$ cat src/rtl/rf_hazard_ctl_pkg.sv
// Shared definitions for the register-fetch hazard controller: forward
// select codes, multiply/divide state encoding and the tracking-slot layout.
package mips789_defs;

  localparam int REG_W    = 5;
  localparam int MD_CNT_W = 6;
  localparam int FW_W     = 3;

  localparam logic [FW_W-1:0] FW_NOP = 3'b000;
  localparam logic [FW_W-1:0] FW_ALU = 3'b001;
  localparam logic [FW_W-1:0] FW_MEM = 3'b010;

  typedef enum logic [0:0] {
    MD_IDLE = 1'b0,
    MD_BUSY = 1'b1
  } md_state_t;

  typedef struct packed {
    logic             valid;
    logic [REG_W-1:0] dest;
    logic             is_load;
  } slot_t;

  function automatic slot_t slot_bubble();
    slot_t s;
    s.valid   = 1'b0;
    s.dest    = 5'd0;
    s.is_load = 1'b0;
    return s;
  endfunction

endpackage

$ cat src/rtl/rf_hazard_ctl_fwd_sel.sv
// Per-operand forward select: compares one source index against the EX and
// MEM destination slots and reports a load hit in EX (which must stall).
module fwd_sel
  import mips789_defs::*;
(
  input  logic [REG_W-1:0] i_idx,
  input  logic             i_uses,
  input  slot_t            i_ex_slot,
  input  slot_t            i_mem_slot,
  output logic [FW_W-1:0]  o_sel,
  output logic             o_load_hit
);

  logic w_ex_hit;
  logic w_mem_hit;
  logic w_unused_mem_load;

  assign w_ex_hit  = i_uses && (i_idx != 5'd0) && i_ex_slot.valid  && (i_ex_slot.dest  == i_idx);
  assign w_mem_hit = i_uses && (i_idx != 5'd0) && i_mem_slot.valid && (i_mem_slot.dest == i_idx);
  assign w_unused_mem_load = i_mem_slot.is_load;

  // EX has priority; a load in EX cannot forward yet, so it raises a hit instead.
  always_comb begin
    o_sel      = FW_NOP;
    o_load_hit = 1'b0;
    if (w_ex_hit) begin
      if (i_ex_slot.is_load) begin
        o_load_hit = 1'b1;
      end else begin
        o_sel = FW_ALU;
      end
    end else if (w_mem_hit) begin
      o_sel = FW_MEM;
    end else begin
      o_sel = FW_NOP;
    end
  end

endmodule

$ cat src/rtl/rf_hazard_ctl.sv
// Register-fetch hazard controller: forwarding selects, load-use stall and,
// when RF_HAZARD_MULDIV_EN is defined, the multiply/divide interlock.
module rf_hazard_ctl
  import mips789_defs::*;
#(
  parameter int MD_CYCLES = 33
) (
  input  logic             clk,
  input  logic             rst_i,
  input  logic             pause,
  input  logic             flush_i,
  input  logic [REG_W-1:0] rs_n_i,
  input  logic [REG_W-1:0] rt_n_i,
  input  logic [REG_W-1:0] rd_index_i,
  input  logic             uses_rs_i,
  input  logic             uses_rt_i,
  input  logic             wr_en_i,
  input  logic             is_load_i,
  input  logic             md_start_i,
  input  logic             md_read_i,
  output logic [FW_W-1:0]  fw_cmp_rs_o,
  output logic [FW_W-1:0]  fw_cmp_rt_o,
  output logic             stall_o,
  output logic             ex_bubble_o,
  output logic             md_busy_o
);

  slot_t r_ex_slot;
  slot_t r_mem_slot;
  logic  w_rs_load_hit;
  logic  w_rt_load_hit;
  logic  w_md_stall;
  logic  w_stall;

  fwd_sel u_fwd_rs (
    .i_idx      (rs_n_i),
    .i_uses     (uses_rs_i),
    .i_ex_slot  (r_ex_slot),
    .i_mem_slot (r_mem_slot),
    .o_sel      (fw_cmp_rs_o),
    .o_load_hit (w_rs_load_hit)
  );

  fwd_sel u_fwd_rt (
    .i_idx      (rt_n_i),
    .i_uses     (uses_rt_i),
    .i_ex_slot  (r_ex_slot),
    .i_mem_slot (r_mem_slot),
    .o_sel      (fw_cmp_rt_o),
    .o_load_hit (w_rt_load_hit)
  );

  // A flush squashes the RF instruction, so no stall cause survives it.
  always_comb begin
    w_stall = 1'b0;
    if (flush_i) begin
      w_stall = 1'b0;
    end else begin
      w_stall = w_rs_load_hit | w_rt_load_hit | w_md_stall;
    end
  end

  assign stall_o     = w_stall;
  assign ex_bubble_o = w_stall | flush_i;

  // Destination tracking: the RF instruction enters EX unless it is held or squashed.
  always_ff @(posedge clk) begin
    if (rst_i) begin
      r_ex_slot  <= slot_bubble();
      r_mem_slot <= slot_bubble();
    end else if (!pause) begin
      r_mem_slot <= r_ex_slot;
      if (w_stall || flush_i) begin
        r_ex_slot <= slot_bubble();
      end else begin
        r_ex_slot.valid   <= wr_en_i;
        r_ex_slot.dest    <= rd_index_i;
        r_ex_slot.is_load <= is_load_i;
      end
    end
  end

`ifdef RF_HAZARD_MULDIV_EN
  localparam logic [MD_CNT_W-1:0] LP_MD_CYCLES = MD_CNT_W'(MD_CYCLES);

  md_state_t           r_md_state;
  logic [MD_CNT_W-1:0] r_md_cnt;

  assign w_md_stall = (r_md_state == MD_BUSY) && (md_read_i || md_start_i);
  assign md_busy_o  = (r_md_state == MD_BUSY);

  // Occupancy countdown; reset abandons a running operation, flush does not.
  always_ff @(posedge clk) begin
    if (rst_i) begin
      r_md_state <= MD_IDLE;
      r_md_cnt   <= 6'd0;
    end else if (!pause) begin
      case (r_md_state)
        MD_IDLE: begin
          if (md_start_i && !w_stall && !flush_i) begin
            r_md_state <= MD_BUSY;
            r_md_cnt   <= LP_MD_CYCLES;
          end
        end
        MD_BUSY: begin
          if (r_md_cnt == 6'd1) begin
            r_md_state <= MD_IDLE;
            r_md_cnt   <= 6'd0;
          end else begin
            r_md_cnt <= r_md_cnt - 6'd1;
          end
        end
        default: begin
          r_md_state <= MD_IDLE;
          r_md_cnt   <= 6'd0;
        end
      endcase
    end
  end
`else
  logic w_unused_md;

  assign w_unused_md = &{1'b0, md_start_i, md_read_i, MD_CYCLES[0]};
  assign w_md_stall  = 1'b0;
  assign md_busy_o   = 1'b0;
`endif

endmodule
$ cat config.mk
export PLATFORM = sky130hd
export DESIGN_NAME = rf_hazard_ctl
export DESIGN_NICKNAME = d
export VERILOG_FILES = /design/src/rtl/rf_hazard_ctl_pkg.sv /design/src/rtl/rf_hazard_ctl_fwd_sel.sv /design/src/rtl/rf_hazard_ctl.sv
export SDC_FILE = /design/constraint.sdc
export NUM_CORES = 1
export LEC_CHECK = 0
export ABC_AREA = 1
export BUFFER_PORTS_ARGS = -buffer_cell sky130_fd_sc_hd__buf_2
export CORE_MARGIN = 5
export CORE_UTILIZATION = 49
export CTS_BUF_LIST = sky130_fd_sc_hd__clkbuf_16
export DETAILED_ROUTE_END_ITERATION = 7
export PLACE_DENSITY = 0.75
export SLEW_MARGIN = 20
export SYNTH_ARGS = -nofsm -noshare
export SYNTH_HDL_FRONTEND = slang
export SYNTH_SLANG_ARGS = --single-unit
$ cat constraint.sdc
create_clock -name clk -period 1.9 [get_ports clk]
set_clock_uncertainty 0.2 [all_clocks]
set_input_delay 0 -clock clk [delete_from_list [all_inputs] [get_ports clk]]
set_output_delay 0 -clock clk [all_outputs]
set_load 0.01 [all_outputs]
== Word level (Yosys, flattened, before mapping) ==
Cells that the tools add are included.

* Multiplexer cells: 10
* Eq/ne operators: 4
* Bitwise logic cells: 2
* Reduce and logical (&&, ||, !) cells: 13

{| class="wikitable"
|+ Operators with widths
! operator !! count
|-
| equality test 5 bit || 4
|-
| logical AND 1 bit || 10
|-
| nonzero test 5 bit || 2
|-
| 2-to-1 mux 7 bit || 1
|-
| 2-to-1 mux 3 bit || 2
|-
| 2-to-1 mux 1 bit || 5
|-
| 2-to-1 mux 2 bit || 2
|-
| OR 1 bit || 2
|-
| logical OR 1 bit || 1
|}

* Input port bits: 25
* Logic and storage cells: 34
* Register bits after elaboration: 13

== Longest topological paths before layout ==
* Word-level depth: 9
* Depth in mapped cells: 10

== Cells and area by module ==
Synthesis repeated with hierarchy kept, for this count alone.

* Cell total of the unflattened synthesis: 185
* Area, all modules: 1049.8 um^2

{| class="wikitable"
|+ Modules (own cells, without submodules)
! module !! area each (um^2) !! cells each !! times used !! seq. area each (um^2)
|-
| rf_hazard_ctl || 544.3 || 67 || 1 || 280.3
|-
| fwd_sel || 252.7 || 59 || 2 || 0.0
|}

== Worst setup path after synthesis ==
No wires, ideal clock.

* Path kind: register to register
* Start: reg r_ex_slot[4] in the netlist's numbering
* End: reg r_ex_slot[0] in the netlist's numbering
* Path buffers: 0
* Clock period less this slack: 1.358 ns
* Cell stages (with the launch flop): 10
* Slack: 0.542 ns
* Data arrival time: 1.025 ns
* Path through: dfxtp_1 inv_2 a21oi_1 nand2_1 nor2_2 nand3_2 nand2_2 nand2_4 nand3_1 a21oi_1

* Longest elaborated chain between the ends: 7

{| class="wikitable"
|+ RTL lines
! what !! line !! RTL
|-
| start: declaration || rf_hazard_ctl.sv:28 || <nowiki>slot_t r_ex_slot;</nowiki>
|-
| start signal: assignment || rf_hazard_ctl.sv:69 || <nowiki>r_ex_slot <= slot_bubble();</nowiki>
|-
| start signal: assignment || rf_hazard_ctl.sv:74 || <nowiki>r_ex_slot <= slot_bubble();</nowiki>
|-
| equality test 5 bit || rf_hazard_ctl_fwd_sel.sv:18 || <nowiki>assign w_ex_hit = i_uses && (i_idx != 5'd0) && i_ex_slot.valid && (i_ex_slot.dest == i_idx);</nowiki>
|-
| logical AND 1 bit || rf_hazard_ctl_fwd_sel.sv:18 ||
|-
| 2-to-1 mux 1 bit || rf_hazard_ctl_fwd_sel.sv:26 || <nowiki>if (w_ex_hit) begin</nowiki>
|-
| OR 1 bit * || rf_hazard_ctl.sv:59 || <nowiki>w_stall = w_rs_load_hit | w_rt_load_hit | w_md_stall;</nowiki>
|-
| 2-to-1 mux 1 bit * || rf_hazard_ctl.sv:56 || <nowiki>if (flush_i) begin</nowiki>
|-
| logical OR 1 bit * || rf_hazard_ctl.sv:73 || <nowiki>if (w_stall || flush_i) begin</nowiki>
|-
| 2-to-1 mux 7 bit * || rf_hazard_ctl.sv:73 ||
|}

Mark *: on every way between the ends. The rest lies on a longest branch, timed or not.
A chain may end at the register's enable or synchronous reset.

== Worst setup path after layout ==
* Start: reg r_ex_slot[4] in the netlist's numbering
* End: out stall_o

* Longest elaborated chain between the ends: 5

{| class="wikitable"
|+ RTL lines
! what !! line !! RTL
|-
| equality test 5 bit || rf_hazard_ctl_fwd_sel.sv:18 ||
|-
| logical AND 1 bit || rf_hazard_ctl_fwd_sel.sv:18 ||
|-
| 2-to-1 mux 1 bit || rf_hazard_ctl_fwd_sel.sv:26 ||
|-
| OR 1 bit * || rf_hazard_ctl.sv:59 ||
|-
| 2-to-1 mux 1 bit * || rf_hazard_ctl.sv:56 ||
|-
| end: declaration || rf_hazard_ctl.sv:23 || <nowiki>output logic stall_o,</nowiki>
|}

Marked as above.

==> results.sh <==
export IMPL_status="finished clean"
export IMPL_netlist_area_um2=972.2
export IMPL_r2r_cells=9
export IMPL_power_leakage_nw=0.6454
export IMPL_nNetsFinal=220
export IMPL_clock_fmax_ghz=0.5799
export IMPL_die_h_um=54.54
export IMPL_p_per_area_nw_per_um2=654.2
export IMPL_clock_sink_count=13
export IMPL_root_buffer="clkbuf_16"
export IMPL_drtAntennaViolNets=0
export IMPL_rsz0062_at_grt="no"
export IMPL_swShare=0.2530
export IMPL_cp_slowest_cell="dfxtp_1"
export IMPL_timing_rr_start="r_ex_slot[4]$_SDFFE_PP0N_"
export IMPL_p_total_w=0.0008496
export IMPL_start_kind="register"
export IMPL_cts_tree="done"
export IMPL_synthCells=156
export IMPL_crit_type="reg2out"
export IMPL_fillers=178
export IMPL_dr_pass1_iters=4
export IMPL_totalWireLength_um=2556
export IMPL_min_to="fw_cmp_rs_o[0]"
export IMPL_drc=0
export IMPL_drv_cap=0
export IMPL_slowest_delay_ns=0.41
export IMPL_cts_made_buffers=3
export IMPL_grt_ovfl_total=0
export IMPL_core_um2=1922
export IMPL_io_pins=34
export IMPL_seq_power_share=0.353
export IMPL_clk_pin_slew_worst_paths_ns=0.05
export IMPL_worstHoldPathCells=4
export IMPL_cp_required_ns=1.70
export IMPL_combinationalPowerShare=0.182
export IMPL_cellInternalPower_w=0.0006347
export IMPL_place_hpwl_um=1843
export IMPL_vias_per_cell=5.014
export IMPL_worst_hold_slack_ns=0.1778
export IMPL_track_usage=0.2034
export IMPL_vias=1108
export IMPL_critPathArrivalTime_ns=1.52
export IMPL_syn2layout_area_growth_pct=33.59
export IMPL_ys_seq_area_frac=0.2677
export IMPL_grt_pass1_vias=1060
export IMPL_ys_seq_elements=13
export IMPL_place_congestion=0.8550
export IMPL_hold_violations=0
export IMPL_grt_pass1_wl_um=4333
export IMPL_antennaDiodeCount=0
export IMPL_hp_class="in2out"
export IMPL_start_util=0.5059
export IMPL_ys_types=26
export IMPL_drv_slew=0
export IMPL_fin_crit_ns=1.724
export IMPL_portBuffers=28
export IMPL_startpoint="r_ex_slot[4]$_SDFFE_PP0N_"
export IMPL_die_area_um2=2975
export IMPL_fin_tns_setup_ns=0
export IMPL_p_sw_w=0.0002149
export IMPL_hold_start="uses_rs_i"
export IMPL_yosys_warnings=0
export IMPL_cts_buffer_depth=2
export IMPL_r2r_end="r_ex_slot[5]$_SDFFE_PP0N_"
export IMPL_clk_latency_ns=0.24
export IMPL_cts_max_level=1
export IMPL_antenna_found_initial=0
export IMPL_crit_chain="inv_2 > a21oi_1 > nand2_1 > nor2_2 > nand3_2 > nand2_2 > nand2_4 > nor2_1 > buf_2"
export IMPL_finalSetupViolations=0
export IMPL_synth_area_per_cell_um2=6.232
export IMPL_final_util=0.6758
export IMPL_irDropWorstVdd_v=0.0004954
export IMPL_grt_max_degree=22
export IMPL_finalCritPeriodShare=0.9076
export IMPL_worstPathMaxFanout=9
export IMPL_end_kind="output port"
export IMPL_drive_gt1_frac=0.2268
export IMPL_drtIter0Drc=29
export IMPL_die_w_um=54.54
export IMPL_p_clk_frac=0.465
export IMPL_wl_per_cell_um=11.57
export IMPL_rows=16
export IMPL_r2r_slack_ns=0.38
==> per-stage QoR <==
step,worst slack [ns],instance area (µm²),instances
floorplan,0.5422,979.7,158
global placement,0.4139,1120,207
detailed placement,0.3942,1120,207
CTS,0.1801,1299,221
global route,0.009822,1299,221
finish,0.1756,1299,221
==> per-layer routing <==
| layer | part of all wire | GRT usage | wire length, µm | up-vias |
|---|---|---|---|---|
| met5 | 0 | 0 | 0 | - |
| li1 | - | - | - | 570 |
| met3 | 0.056 | 0.02725 | 142 | 7 |
| met1 | 0.43 | 0.2372 | 1107 | 488 |
| met4 | 0.022 | 0.1120 | 57 | 0 |
| met2 | 0.49 | 0.3546 | 1248 | 43 |
==> power groups by stage <==
stage | Combinational [W] | Sequential (W) | Clock (W)
floorplan | 0.0000929 | 0.000301 | 0
finish | 0.000155 | 0.000300 | 0.000395
detailed placement | 0.000137 | 0.000305 | 0
global route | 0.000175 | 0.000302 | 0.000417
CTS | 0.000153 | 0.000300 | 0.000397
global placement | 0.000133 | 0.000305 | 0
==> worst max-delay path: cells and delay by family, from the launching register on <==
| family | cells | cell delay [ns] |
|---|---|---|
| AO/OA/AOI/OAI | 1 | 0.12 |
| buffers and inverters | 2 | 0.21 |
| flip-flops | 1 | 0.41 |
| AND/OR/NAND/NOR | 6 | 0.54 |
==> kinds of logic (layout without fill, tap and decap cells) <==
family | Yosys count | count (layout) | share of synthesized area
AO/OA/AOI/OAI | 23 | 23 | 0.1493
XOR/XNOR | 9 | 9 | 0.08108
buffers and inverters | 33 | 69 | 0.1390
flip-flops | 13 | 13 | 0.2677
other | 1 | 3 | 0.003857
AND/OR/NAND/NOR | 77 | 77 | 0.3591
==> repair_timing <==
action / CTS / global route
hold buffers: 10 / 0
setup buffers: 0 / 0
hold endpoints to repair: 13 / 0
resized for setup: 0 / 0
setup endpoints to repair: 0 / 0
==> Yosys cell counts, drive strengths merged <==
| cell type | instances | share of area |
|---|---|---|
| inv | 27 | 0.10 |
| nand4 | 1 | 0.0064 |
| a21boi | 1 | 0.0077 |
| buf | 3 | 0.023 |
| o211ai | 1 | 0.0077 |
| nor4 | 1 | 0.0064 |
| nor2 | 24 | 0.098 |
| conb | 1 | 0.0039 |
| nor4b | 1 | 0.0090 |
| nor3b | 1 | 0.0077 |
| xor2 | 4 | 0.036 |
| clkbuf | 3 | 0.012 |
| dfxtp | 13 | 0.27 |
| xnor2 | 5 | 0.045 |
| a211oi | 7 | 0.054 |
| nand3 | 15 | 0.088 |
| o22ai | 1 | 0.0064 |
| o2111a | 1 | 0.012 |
| a21oi | 10 | 0.051 |
| o21ai | 2 | 0.010 |
| nand2 | 34 | 0.14 |
==> cell usage in the layout, fill, tap and decap left out <==
cell           count
nand2_2            2
a21boi_0           1
xor2_1             4
nand4_1            1
nor2_1            22
nor4b_1            1
nor4_1             1
o2111a_1           1
inv_1             22
nand2_4            1
conb_1             3
dfxtp_1           13
dlygate4sd3_1     10
nor2_2             2
nand2_1           31
o21ai_1            2
nor3b_1            1
clkbuf_16          3
xnor2_1            5
inv_2              6
o22ai_1            1
o211ai_1           1
a211oi_1           7
a21oi_1           10
nand3_2            2
buf_2             28
nand3_1           13
==> registers in the layout, indices dropped and copies added (netlist names) <==
| name | count |
|---|---|
| r_mem_slot | 6 |
| r_ex_slot | 7 |
==> cell type report <==
class                           count  area [µm²]  area share
Clock buffer                        3       75.07     0.05780
Clock inverter                      1       3.754    0.002890
Inverter                           27       101.3     0.07803
Multi-Input combinational cell    112       584.3      0.4499
Sequential cell                    13       260.3      0.2004
Tap cell                           27       33.78     0.02601
Timing Repair Buffer               38       240.2      0.1850
==> worst max path at each step <==
stage,to,slack [ns],cells after the start
5_1_grt,stall_o,0.01,9
2_1_floorplan,r_ex_slot[0]$_SDFFE_PP0N_,0.54,9
6_report,stall_o,0.18,9
3_3_place_gp,r_ex_slot[5]$_SDFFE_PP0N_,0.41,9
4_1_cts,stall_o,0.18,9
3_5_place_dp,r_ex_slot[5]$_SDFFE_PP0N_,0.39,9
No activity file was read; power rests on OpenSTA's default activity.
